$ cat config.mk
export PLATFORM = sky130hd
export DESIGN_NAME = branch_resolve_queue
export DESIGN_NICKNAME = d
export VERILOG_FILES = /design/src/rtl/bru_pkg.sv /design/src/rtl/bru_fifo.sv /design/src/rtl/branch_resolve_queue.sv
export SDC_FILE = /design/constraint.sdc
export NUM_CORES = 1
export LEC_CHECK = 0
export BUFFER_PORTS_ARGS = -buffer_cell sky130_fd_sc_hd__buf_2
export CAP_MARGIN = 20
export CORE_UTILIZATION = 35
export CTS_CLUSTER_SIZE = 25
export DETAILED_ROUTE_END_ITERATION = 8
export PLACE_DENSITY = 0.57
export REMOVE_ABC_BUFFERS = 1
export SYNTH_ARGS = -nofsm -noshare
export SYNTH_HDL_FRONTEND = slang
export SYNTH_SLANG_ARGS = --single-unit
$ cat constraint.sdc
create_clock -name clk -period 3.1 [get_ports clk]
set_input_delay 0.31 -clock clk [delete_from_list [all_inputs] [get_ports clk]]
set_output_delay 0.31 -clock clk [all_outputs]
set_load 0.01 [all_outputs]
$ cat src/rtl/bru_pkg.sv
// Shared types and helpers for the branch resolve queue.
// Statistics counters are enabled with BRU_STATS_EN.
package bru_pkg;

    localparam int PC_W   = 10;
    localparam int HIST_W = 3;
    localparam int STAT_W = 16;

    typedef struct packed {
        logic [PC_W-1:0] pc;
        logic            predicted;
    } bru_entry_t;

    // Taken when at least two of the recorded outcomes were taken.
    function automatic logic bru_predict(
        input logic [HIST_W-1:0] hist,
        input logic              hit
    );
        return hit && ($countones(hist) >= 2);
    endfunction

endpackage

$ cat src/rtl/bru_fifo.sv
// Circular buffer of in-flight predictions.
// Clear takes priority over push and pop.
module bru_fifo #(
    parameter int DEPTH = 4,
    parameter int W     = 11
) (
    input  logic                       clk,
    input  logic                       rst_n,
    input  logic                       push,
    input  logic                       pop,
    input  logic                       clear,
    input  logic [W-1:0]               push_data,
    output logic [W-1:0]               head_data,
    output logic [$clog2(DEPTH):0]     count,
    output logic                       full,
    output logic                       empty
);

    localparam int AW = $clog2(DEPTH);
    localparam int CW = AW + 1;

    logic [W-1:0]  mem [DEPTH];
    logic [AW-1:0] head;
    logic [AW-1:0] tail;
    logic [CW-1:0] cnt;

    always_ff @(posedge clk or negedge rst_n) begin
        if (!rst_n) begin
            head <= '0;
            tail <= '0;
            cnt  <= '0;
        end else if (clear) begin
            head <= '0;
            tail <= '0;
            cnt  <= '0;
        end else begin
            if (push) tail <= tail + 1'b1;
            if (pop)  head <= head + 1'b1;
            cnt <= cnt + CW'(push) - CW'(pop);
        end
    end

    always_ff @(posedge clk) begin
        if (push) mem[tail] <= push_data;
    end

    assign head_data = mem[head];
    assign count     = cnt;
    assign full      = (cnt == CW'(DEPTH));
    assign empty     = (cnt == '0);

endmodule

$ cat src/rtl/branch_resolve_queue.sv
// Branch prediction/resolution queue: predicts, tracks and resolves branches.
// Define BRU_STATS_EN to build the saturating statistics counters.
module branch_resolve_queue #(
    parameter int DEPTH  = 4,
    parameter int PC_W   = 10,
    parameter int HIST_W = 3
) (
    input  logic                       clk,
    input  logic                       rst_n,
    input  logic                       pred_req,
    input  logic [PC_W-1:0]            pred_pc,
    output logic                       pred_ready,
    output logic                       pred_out_valid,
    output logic                       pred_out_taken,
    output logic [PC_W-1:0]            cache_rd_pc,
    input  logic [HIST_W-1:0]          cache_rd_history,
    input  logic                       cache_rd_hit,
    input  logic                       res_valid,
    input  logic                       res_taken,
    output logic                       res_err,
    output logic                       mispredict,
    output logic [PC_W-1:0]            mispredict_pc,
    output logic                       cache_we,
    output logic [PC_W-1:0]            cache_upd_pc,
    output logic                       cache_branch_taken,
    input  logic                       cache_evict,
    output logic [bru_pkg::STAT_W-1:0] stat_resolved,
    output logic [bru_pkg::STAT_W-1:0] stat_mispredict,
    output logic [bru_pkg::STAT_W-1:0] stat_evict
);
    import bru_pkg::*;

    localparam int CW = $clog2(DEPTH) + 1;

    logic [PC_W:0]   head_data;
    logic [PC_W-1:0] head_pc;
    logic            head_pred;
    logic [CW-1:0]   count;
    logic            full;
    logic            empty;
    logic            accept;
    logic            predict;
    logic            do_pop;
    logic            miss;

    assign predict   = bru_predict(cache_rd_history, cache_rd_hit);
    assign pred_ready = rst_n && !full;
    assign accept    = pred_req && pred_ready;
    assign do_pop    = res_valid && (count != '0);
    assign head_pc   = head_data[PC_W:1];
    assign head_pred = head_data[0];
    assign miss      = do_pop && (res_taken != head_pred);
    assign cache_rd_pc = pred_pc;

    // A mispredict flushes everything, including a same-cycle push.
    bru_fifo #(
        .DEPTH (DEPTH),
        .W     (PC_W + 1)
    ) u_fifo (
        .clk       (clk),
        .rst_n     (rst_n),
        .push      (accept),
        .pop       (do_pop),
        .clear     (miss),
        .push_data ({pred_pc, predict}),
        .head_data (head_data),
        .count     (count),
        .full      (full),
        .empty     (empty)
    );

    always_ff @(posedge clk or negedge rst_n) begin
        if (!rst_n) begin
            pred_out_valid     <= 1'b0;
            pred_out_taken     <= 1'b0;
            res_err            <= 1'b0;
            mispredict         <= 1'b0;
            mispredict_pc      <= '0;
            cache_we           <= 1'b0;
            cache_upd_pc       <= '0;
            cache_branch_taken <= 1'b0;
        end else begin
            pred_out_valid <= accept;
            pred_out_taken <= accept && predict;
            res_err        <= res_valid && empty;
            cache_we       <= do_pop;
            mispredict     <= miss;
            if (do_pop) begin
                cache_upd_pc       <= head_pc;
                cache_branch_taken <= res_taken;
            end
            if (miss) mispredict_pc <= head_pc;
        end
    end

`ifdef BRU_STATS_EN
    logic [STAT_W-1:0] n_res;
    logic [STAT_W-1:0] n_mp;
    logic [STAT_W-1:0] n_ev;

    always_ff @(posedge clk or negedge rst_n) begin
        if (!rst_n) begin
            n_res <= '0;
            n_mp  <= '0;
            n_ev  <= '0;
        end else begin
            if (do_pop && n_res != '1) n_res <= n_res + 1'b1;
            if (miss && n_mp != '1)    n_mp  <= n_mp + 1'b1;
            if (cache_we && cache_evict && n_ev != '1)
                n_ev <= n_ev + 1'b1;
        end
    end

    assign stat_resolved   = n_res;
    assign stat_mispredict = n_mp;
    assign stat_evict      = n_ev;
`else
    logic unused_evict;
    assign unused_evict    = cache_evict;
    assign stat_resolved   = '0;
    assign stat_mispredict = '0;
    assign stat_evict      = '0;
`endif

endmodule

* Yosys cells after proc, flatten, opt, wreduce, memory -nomap -nowiden
Memory sizes are Yosys's and may differ from the RTL's. Cells that the tools add are included.
Storage, ports and cells: memories kept 1, output and inout port bits 85, flip-flop bits (word level) 33, bits of input ports 20, word-level logic and storage cells 40, bits in writable memories 44
Operators by class: multiplexer cells 7, eq/ne operators 2, add/subtract/negate cells 6, reduce and logical (&&, ||, !) cells 12, $lt $le $gt $ge 1
Memories:
- u_fifo.mem | depth 4, width 11, read ports 1, clocked after memory_dff 0, write ports 1, RTL line bru_fifo.sv:22 | logic [W-1:0] mem [DEPTH];
Operators with widths (number):
- $mux W2 | 4
- $logic_and A1 B1 Y1 | 7
- $add A2 B1 Y2 const B | 2
- $reduce_bool A2 Y1 | 2
- $add A2 B1 Y3 | 1
- $add A3 B1 Y3 | 1
- $eq A3 B3 Y1 const B | 1
- $ge A3 B2 Y1 const B | 1
- $logic_not A3 Y1 | 1
- $mux W3 | 1
- $reduce_bool A3 Y1 | 1
- $sub A3 B1 Y3 | 1
- $add A1 B1 Y2 | 1
- $mux W1 | 2
- $logic_not A1 Y1 | 1
- $ne A1 B1 Y1 | 1

* Longest topological paths before layout
Gate-level depths: netlist of run 1.
depth in word-level cells 7, mapped depth 12, gate-level depth less buffers 11

* Cells and area by module
A second synthesis of run 1 with hierarchy kept.
Second synthesis, totals: cells, all modules 215, area total of the unflattened synthesis 3512.1 µm²
Modules (own cells, without submodules):
- bru_fifo | area an instance 2044.5 µm², sequential area each 1496.4 µm², times used 1, cells each 96
- branch_resolve_queue | area an instance 1467.7 µm², sequential area each 650.6 µm², times used 1, cells each 119

* Worst setup path before layout of run 1
No wires, ideal clock.
path type register to register, start register u_fifo.cnt[1] (netlist: u_fifo.count[1]), end register u_fifo.cnt[2] (netlist: u_fifo.count[2]), slack 0.678 ns, cell stages (with the launch flop) 13, path buffers 1, required time 2.981 ns, period minus slack after synthesis 2.422 ns, arrival 2.303 ns, library setup time 0.119 ns, cells stage by stage dfrtp_1 -> nor3_1 -> nand2b_1 -> inv_1 -> buf_2 -> ha_1 -> inv_1 -> ha_1 -> inv_1 -> fa_1 -> xnor2_1 -> xnor2_1 -> nor2_1
Between the ends: elaborated cells on any way between the ends 10, those cells by class add/sub (2); eq/ne (1); mux (1); reduce/logical (6)
RTL lines:
- from (decl) | RTL line bru_fifo.sv:25 | logic [CW-1:0] cnt;
- from (signal assigned) | RTL line bru_fifo.sv:39 | cnt <= cnt + CW'(push) - CW'(pop);
- $reduce_bool A3 Y1 * | RTL line branch_resolve_queue.sv:49 | assign do_pop = res_valid && (count != '0);
- $logic_and A1 B1 Y1 * | RTL line branch_resolve_queue.sv:49
- net do_pop | RTL line branch_resolve_queue.sv:43 | logic do_pop;
- $sub A3 B1 Y3 or $logic_and A1 B1 Y1 (tied branches) | RTL line bru_fifo.sv:39, branch_resolve_queue.sv:52
- $mux W3 * | RTL line bru_fifo.sv:32 | end else if (clear) begin
Mark *: on every way through the listed nets, which the timed path passes. The rest lies on a longest branch. A chain may end at the register's enable or synchronous reset.

* Final worst setup path of run 1
start register u_fifo.cnt[1] (netlist: u_fifo.count[1]), end register u_fifo.cnt[2] (netlist: u_fifo.count[2])
Between the ends: word-level cells in the longest chain between the ends 7, elaborated cells on any way between the ends 10, those cells by class add/sub (2); eq/ne (1); mux (1); reduce/logical (6)
Ends and longest elaborated chain:
- $eq A3 B3 Y1 | RTL line bru_fifo.sv:49 | assign full = (cnt == CW'(DEPTH));
- $logic_not A1 Y1 | RTL line branch_resolve_queue.sv:47 | assign pred_ready = rst_n && !full;
- $logic_and A1 B1 Y1 | RTL line branch_resolve_queue.sv:47
- $logic_and A1 B1 Y1 | RTL line branch_resolve_queue.sv:48 | assign accept = pred_req && pred_ready;
- $add A3 B1 Y3 | RTL line bru_fifo.sv:39
- $sub A3 B1 Y3 | RTL line bru_fifo.sv:39
- $mux W3 * | RTL line bru_fifo.sv:32
Mark *: on every way between the ends. The rest lies on a longest branch, timed or not.

==> flow_summary.toml, run 1 <==
[setup_path]
start_kind = "flop"
path_buf_inv = 3
crit_top_cell = "inv_1"
critPathLaunch = "u_fifo.count[1]$_DFF_PN0_"
worstPathCellList = "nor3_1 > nand2b_1 > inv_1 > ha_1 > inv_1 > ha_1 > inv_1 > fa_1 > xnor2_1 > xnor2_1 > nor2_1"
worstPathArrival_ns = 2.60
cp.required_ns = 3.33
r2r_setup_slack_ns = 0.73
endpoint = "u_fifo.count[2]$_DFF_PN0_"
worstPathMaxFanout = 5
slowest_stage = "dfrtp_1"
worst-r2r-cell-count = 11
cp-end-kind = "flop"
r2r_end = "u_fifo.count[2]$_DFF_PN0_"
critPathTopFamily = "adder cells"
critical_path_depth = 11
r2r_start = "u_fifo.count[1]$_DFF_PN0_"
crit_type = "flop to flop"
max_stage_delay_ns = 0.45

[drt]
drt-pass1-iter-count = 4
wirelength_um = 5340
via_per_inst = 4.10
antenna_left = 0
vias = 1695
wl_per_cell_um = 12.9
drcViolationCount = 0
drt_iter0_markers = 26

[synthesis]
ys_types = 28
netlist.area_leader.share_pct = 38.0
netlist_area_sq_um = 3470
synth_top_area_cell = "edfxtp_1"
ys_seq_area_share_pct = 61.8
ys_ff_latch = 77
yosys_warnings = 0
synth.area.top_cells = "edfxtp_1 38%, dfrtp_1 24%, buf_4 13%"
synthTopCellsByCount = "59 x buf_4, 44 x edfxtp_1, 33 x dfrtp_1, 16 x mux2_2, 10 x mux4_2"
synthFlopType = "edfxtp_1"
async_reset_ff_share_pct = 42.9
syn_inst = 225
avgSynthCellArea_sq_um = 15.4
yosysMostFrequentCell = "buf_4"
synth_edf_count = 44

[global_route]
grt-ovfl-total = 0
grt_pass1_vias = 1605
grt_pass1_wl_um = 8370
track_usage_pct = 11.3
grt_max_degree = 35
antenna_found_initial = 0

[clock_tree]
root_buffer = "clkbuf_8"
post_cts_resized = 0
clk-insertion-delay-late_ns = 0.34
clkSinkCount = 77
cts_made_buffers = 9
clk_pin_slew_ns = 0.08
cts_max_level = 3
clock_path_buffers = 2
post-cts-setup-buffer-count = 0
cts_tree = "yes"
cts_hold_buf = 0

[cells_and_area]
fillers = 887
final_nets = 307
area_delta_synth_final_pct = 11.3
antenna_cells = 0
final_layout_size_suffix_gt1_share_pct = 38.4

[die]
core_area_sq_um = 9420
fp-row-count = 35
start_util_pct = 36.9
die_w_um = 102
dieHeight_um = 102
fp.dieArea_sq_um = 10300
ioPinCount = 105

[timing]
max_freq_mhz = 421
setup_viol = 0
max_slew_margin_pct = 57.2
fin_crit_ns = 2.37
worstMarginPinSlew_ns = 0.642
setup_tns_ns = 0
hold_viol = 0
slew_violations = 0
finalClockSkew_ns = 0.00616
final.period_utilization_pct = 76.6
rsz0062_at_grt = "no"

[power]
p_per_area_nw_per_um2 = 864
fin_total_pwr_uw = 3340
irDropWorstVdd_uv = 328
power.leakage_uw = 0.00164

[flow_run]
maxCapViolations = 0

[worst_hold_path]
hold_path.class = "input pin to asynchronous set/reset pin"

[placed_design]
place_hpwl_um = 3630
gp_congestion = 0.664
portBuffers = 55

[outcome]
status = "complete, no violations"
-- cell type report --
cell class	count	area, sq um	share of cell area [%]
inverters	7	26.3	0.680
flip-flops and latches	77	2150	55.5
repair buffers	61	320	8.28
clock buffers	11	151	3.92
well taps	129	161	4.17
clock inverters	5	58.8	1.52
multi-input cells	123	1000	25.9
-- metal layers --
| metal | vias to the layer above | part of all wire (%) | global-route usage, % |
|---|---|---|---|
| li1 | 786 | - | - |
| met1 | 837 | 45 | 14.2 |
| met2 | 68 | 49 | 18.0 |
| met3 | 4 | 5.7 | 4.21 |
| met4 | 0 | 0.58 | 3.68 |
| met5 | - | 0 | 0 |
-- how the worst min path moves through the flow --
stage | endpoint | depth (start not counted) | from
floorplan | cache_branch_taken$_DFFE_PN0P_ | 0 | rst_n
global placement | u_fifo.count[1]$_DFF_PN0_ | 2 | rst_n
detailed placement | u_fifo.count[2]$_DFF_PN0_ | 2 | rst_n
CTS | u_fifo.count[2]$_DFF_PN0_ | 2 | rst_n
global route | u_fifo.count[2]$_DFF_PN0_ | 2 | rst_n
finish | u_fifo.count[2]$_DFF_PN0_ | 2 | rst_n
-- state kept, by name, summed over array words and instances, names as in the netlist --
register,cells
u_fifo.mem,44
u_fifo.count,3
u_fifo.tail,2
cache_upd_pc,10
mispredict,1
pred_out_taken,1
u_fifo.head,2
mispredict_pc,10
res_err,1
cache_branch_taken,1
pred_out_valid,1
cache_we,1
-- cells by family after synthesis --
family | count (synthesis) | synth area share [%]
other cells | 1 | 0.108
buf+inv | 72 | 14.5
simple gates | 23 | 3.28
xor+xnor | 4 | 1.01
compound gates | 6 | 1.55
mux | 34 | 14.7
fa+ha+maj | 8 | 3.10
flops | 77 | 61.8
-- worst register-to-register path, stage by stage, from the launching register on --
cell and delay, ns:
dfrtp_1 0.45, nor3_1 0.21, nand2b_1 0.28, inv_1 0.09, ha_1 0.27, inv_1 0.05, ha_1 0.13, inv_1 0.05
fa_1 0.37, xnor2_1 0.18, xnor2_1 0.13, nor2_1 0.05
-- cell usage in the layout (no fill, tap or decap), types with 3 or more instances in the layout --
| master | n |
|---|---|
| and2_1 | 6 |
| nand2_1 | 6 |
| conb_1 | 48 |
| buf_2 | 55 |
| xnor2_1 | 3 |
| clkbuf_8 | 11 |
| mux2_4 | 5 |
| ha_1 | 7 |
| inv_1 | 7 |
| mux4_2 | 10 |
| mux2i_1 | 3 |
| nor2b_1 | 3 |
| buf_4 | 6 |
| nor2_1 | 5 |
| mux2_2 | 16 |
| dfrtp_1 | 33 |
| edfxtp_1 | 44 |
-- power breakdown --
group | switching (uW) | internal [uW]
Sequential | 124 | 1340
Combinational | 542 | 558
Clock | 356 | 416
-- metrics by stage --
stage | cells | hold slack (ns) | util [%] | setup WS (ns) | cell area, sq um
finish | 413 | 0.0254 | 41.1 | 0.725 | 3870
global route | 413 | 0.0557 | 41.1 | 0.451 | 3870
CTS | 413 | 0.0227 | 41.1 | 0.685 | 3870
detailed placement | 397 | 0.402 | 38.8 | 0.704 | 3660
global placement | 397 | 0.399 | 38.8 | 0.780 | 3660
floorplan | 207 | 0.0144 | - | 0.687 | 3170
(Power assumes the default switching activity.)
==> run 2, diff against run 1 <==
--- a/config.mk
+++ b/config.mk
@@ -5,12 +5,13 @@
 export SDC_FILE = /design/constraint.sdc
 export NUM_CORES = 1
 export LEC_CHECK = 0
+export ABC_AREA = 1
 export BUFFER_PORTS_ARGS = -buffer_cell sky130_fd_sc_hd__buf_2
 export CAP_MARGIN = 20
 export CORE_UTILIZATION = 35
 export CTS_CLUSTER_SIZE = 25
 export DETAILED_ROUTE_END_ITERATION = 8
-export PLACE_DENSITY = 0.57
+export PLACE_DENSITY = 0.58
 export REMOVE_ABC_BUFFERS = 1
 export SYNTH_ARGS = -nofsm -noshare
 export SYNTH_HDL_FRONTEND = slang
==> constraint.sdc (replaced) <==
create_clock -name clk -period 2 [get_ports clk]
set_input_delay 0.2 -clock clk [delete_from_list [all_inputs] [get_ports clk]]
set_output_delay 0.2 -clock clk [all_outputs]
set_load 0.01 [all_outputs]
==> run 2 against run 1 <==
- clock power rose by 52%
- core utilization fell by 0.40 points
- worst hold slack improved by 0.048 ns
- non-clock buffer count rose by 9
- sequential share of layout area fell by 4.8 points
- clock-buffer cell count fell by 1
- register-to-register slack got worse by 0.63 ns
- area after synthesis rose by 9.1%
- clock skew rose by 0.00057 ns
- design area rose by 9.5%
- sequential power rose by 56%
- power rose by 70%
- critical endpoint is now u_fifo.count[1]$_DFF_PN0_
==> flow_summary.toml, run 2 <==
[die]
fp-row-count = 37
fp.dieArea_sq_um = 11300
ioPinCount = 105
start_util_pct = 36.4
dieHeight_um = 106
die_w_um = 106
core_area_sq_um = 10400

[outcome]
status = "complete, no violations"

[synthesis]
syn_inst = 382
synth_top_area_cell = "edfxtp_1"
yosys_warnings = 0
avgSynthCellArea_sq_um = 9.93
ys_ff_latch = 77
ys_seq_area_share_pct = 56.6
synthTopCellsByCount = "81 x nand2_1, 59 x buf_4, 56 x inv_1, 44 x edfxtp_1, 33 x dfrtp_1"
netlist.area_leader.share_pct = 34.8
synth.area.top_cells = "edfxtp_1 35%, dfrtp_1 22%, buf_4 12%"
netlist_area_sq_um = 3790
async_reset_ff_share_pct = 42.9
synth_edf_count = 44
synthFlopType = "edfxtp_1"
yosysMostFrequentCell = "nand2_1"
ys_types = 27

[setup_path]
cp.required_ns = 2.25
worst-r2r-cell-count = 12
worstPathMaxFanout = 3
crit_type = "flop to flop"
r2r_end = "u_fifo.count[1]$_DFF_PN0_"
start_kind = "flop"
max_stage_delay_ns = 0.51
worstPathCellList = "inv_2 > nand3_2 > nand2_2 > inv_2 > ha_4 > inv_1 > ha_2 > inv_2 > fa_2 > inv_1 > nand2_1 > inv_1"
r2r_start = "u_fifo.count[0]$_DFF_PN0_"
r2r_setup_slack_ns = 0.1
cp-end-kind = "flop"
worstPathArrival_ns = 2.15
critPathLaunch = "u_fifo.count[0]$_DFF_PN0_"
slowest_stage = "fa_2"

[cells_and_area]
top_register = "u_fifo.mem"
stdcell_count = 580
largest_reg_flops = 44
fillers = 1036
antenna_cells = 0
area_delta_synth_final_pct = 11.7
final_nets = 467
mostFrequentLayoutCell = "nand2_1"
mostFrequentLayoutCells = "80 x nand2_1, 55 x buf_2, 53 x inv_1"
multi_input_area_sq_um = 1100
final_layout_size_suffix_gt1_share_pct = 23.4
seq_area_sq_um = 2150
biggestRegsByFlops = "u_fifo.mem (44), cache_upd_pc (10), mispredict_pc (10)"

[timing]
finalClockSkew_ns = 0.00673
whs_ns = 0.0734
setup_viol = 0
slew_violations = 0
hold_viol = 0
max_freq_mhz = 526
setup_tns_ns = 0
fin_ws_ns = 0.0983
fin_crit_ns = 1.90
final.period_utilization_pct = 95.1

[flow_run]
maxCapViolations = 0

[placed_design]
gp_congestion = 0.777
place_hpwl_um = 4570
portBuffers = 55
place_inst = 561
place_ws_ns = 0.0780

[worst_hold_path]
hold-path-cell-count = 1
hold_start = "pred_pc[2]"
hold_path.class = "input pin to flop"
hold_end = "u_fifo.mem[3][3]$_DFFE_PP_"

[global_route]
grt_pass1_vias = 2261
track_usage_pct = 13.5
antenna_found_initial = 0
grt-ovfl-total = 0
grt_pass1_wl_um = 11400
grt_max_degree = 36

[drt]
wirelength_um = 6930
drt-pass1-iter-count = 4
drcViolationCount = 0
via_per_inst = 4.16
wl_per_cell_um = 12.0
antenna_left = 0
vias = 2413
drt_iter0_markers = 131

[clock_tree]
clkSinkCount = 77
clk_pin_slew_ns = 0.09
root_buffer = "clkbuf_8"
clk-insertion-delay-late_ns = 0.35
cts_tree = "yes"
cts_max_level = 3
cts_made_buffers = 9
clock_path_buffers = 2

[power]
fin_total_pwr_uw = 5660
power.leakage_uw = 0.00211
p_per_area_nw_per_um2 = 1340
irDropWorstVdd_uv = 444
==> run 2: critical path, delay by kind of cell (launching register included) <==
| family | cells | cell delay, ns |
|---|---|---|
| adders and majority gates | 3 | 0.87 |
| and+or+nand+nor | 3 | 0.25 |
| buffers and inverters | 6 | 0.31 |
| DFF | 1 | 0.38 |
==> run 2: logic make-up (layout without fill, tap and decap cells) <==
logic type | count (synthesis) | count (layout) | share of synthesized area, %
DFF | 77 | 77 | 56.6
xor gates and xnor gates | 2 | 2 | 0.462
buffers and inverters | 131 | 146 | 19.6
adders and majority gates | 8 | 8 | 2.84
AOI/OAI and AO/OA | 13 | 13 | 2.05
and+or+nand+nor | 150 | 150 | 18.4
other | 1 | 48 | 0.0989
==> run 2: how the worst max path moves through the flow <==
stage / end / slack, ns / cells past startpoint
floorplan: u_fifo.count[2]$_DFF_PN0_ / -0.17 / 12
global placement: u_fifo.count[1]$_DFF_PN0_ / 0.11 / 12
detailed placement: u_fifo.count[2]$_DFF_PN0_ / 0.08 / 12
CTS: u_fifo.count[2]$_DFF_PN0_ / 0.06 / 12
global route: u_fifo.count[1]$_DFF_PN0_ / -0.008 / 12
finish: u_fifo.count[1]$_DFF_PN0_ / 0.1 / 12
==> run 2: repair_timing <==
| action | CTS | global route |
|---|---|---|
| buffers inserted | 0 | 2 |
| hold buffers | 1 | 0 |
| endpoints found under the hold margin | 33 | 0 |
| setup endpoints to repair | 0 | 2 |
| resized for setup | 0 | 7 |
==> run 2: power breakdown <==
part / switching (uW) / internal [uW]
combinational: 1360 / 822
sequential: 222 / 2080
clock: 587 / 587
total: 2170 / 3490
==> run 2: cell type report <==
class | instances | share of cell area (%)
multi-input combinational | 221 | 26.0
tap | 136 | 4.02
timing repair buffer | 70 | 9.22
clock inverter | 6 | 1.71
clock buffer | 10 | 3.01
sequential | 77 | 50.7
inverter | 60 | 5.38
==> run 2: per-stage QoR <==
step | util [%] | area [sq um]
floorplan | - | 3450
global placement | 38.3 | 3990
detailed placement | 38.3 | 3990
CTS | 40.3 | 4200
global route | 40.7 | 4240
finish | 40.7 | 4240
==> run 2: layer usage <==
metal | part of all wire [%] | global-route usage (%) | vias up | wire (um)
met5 | 0 | 0 | - | 0
met4 | 0.89 | 4.17 | 0 | 62
met3 | 4.7 | 3.49 | 8 | 326
met2 | 49 | 22.7 | 92 | 3400
met1 | 45 | 17.0 | 1096 | 3150
li1 | - | - | 1217 | -
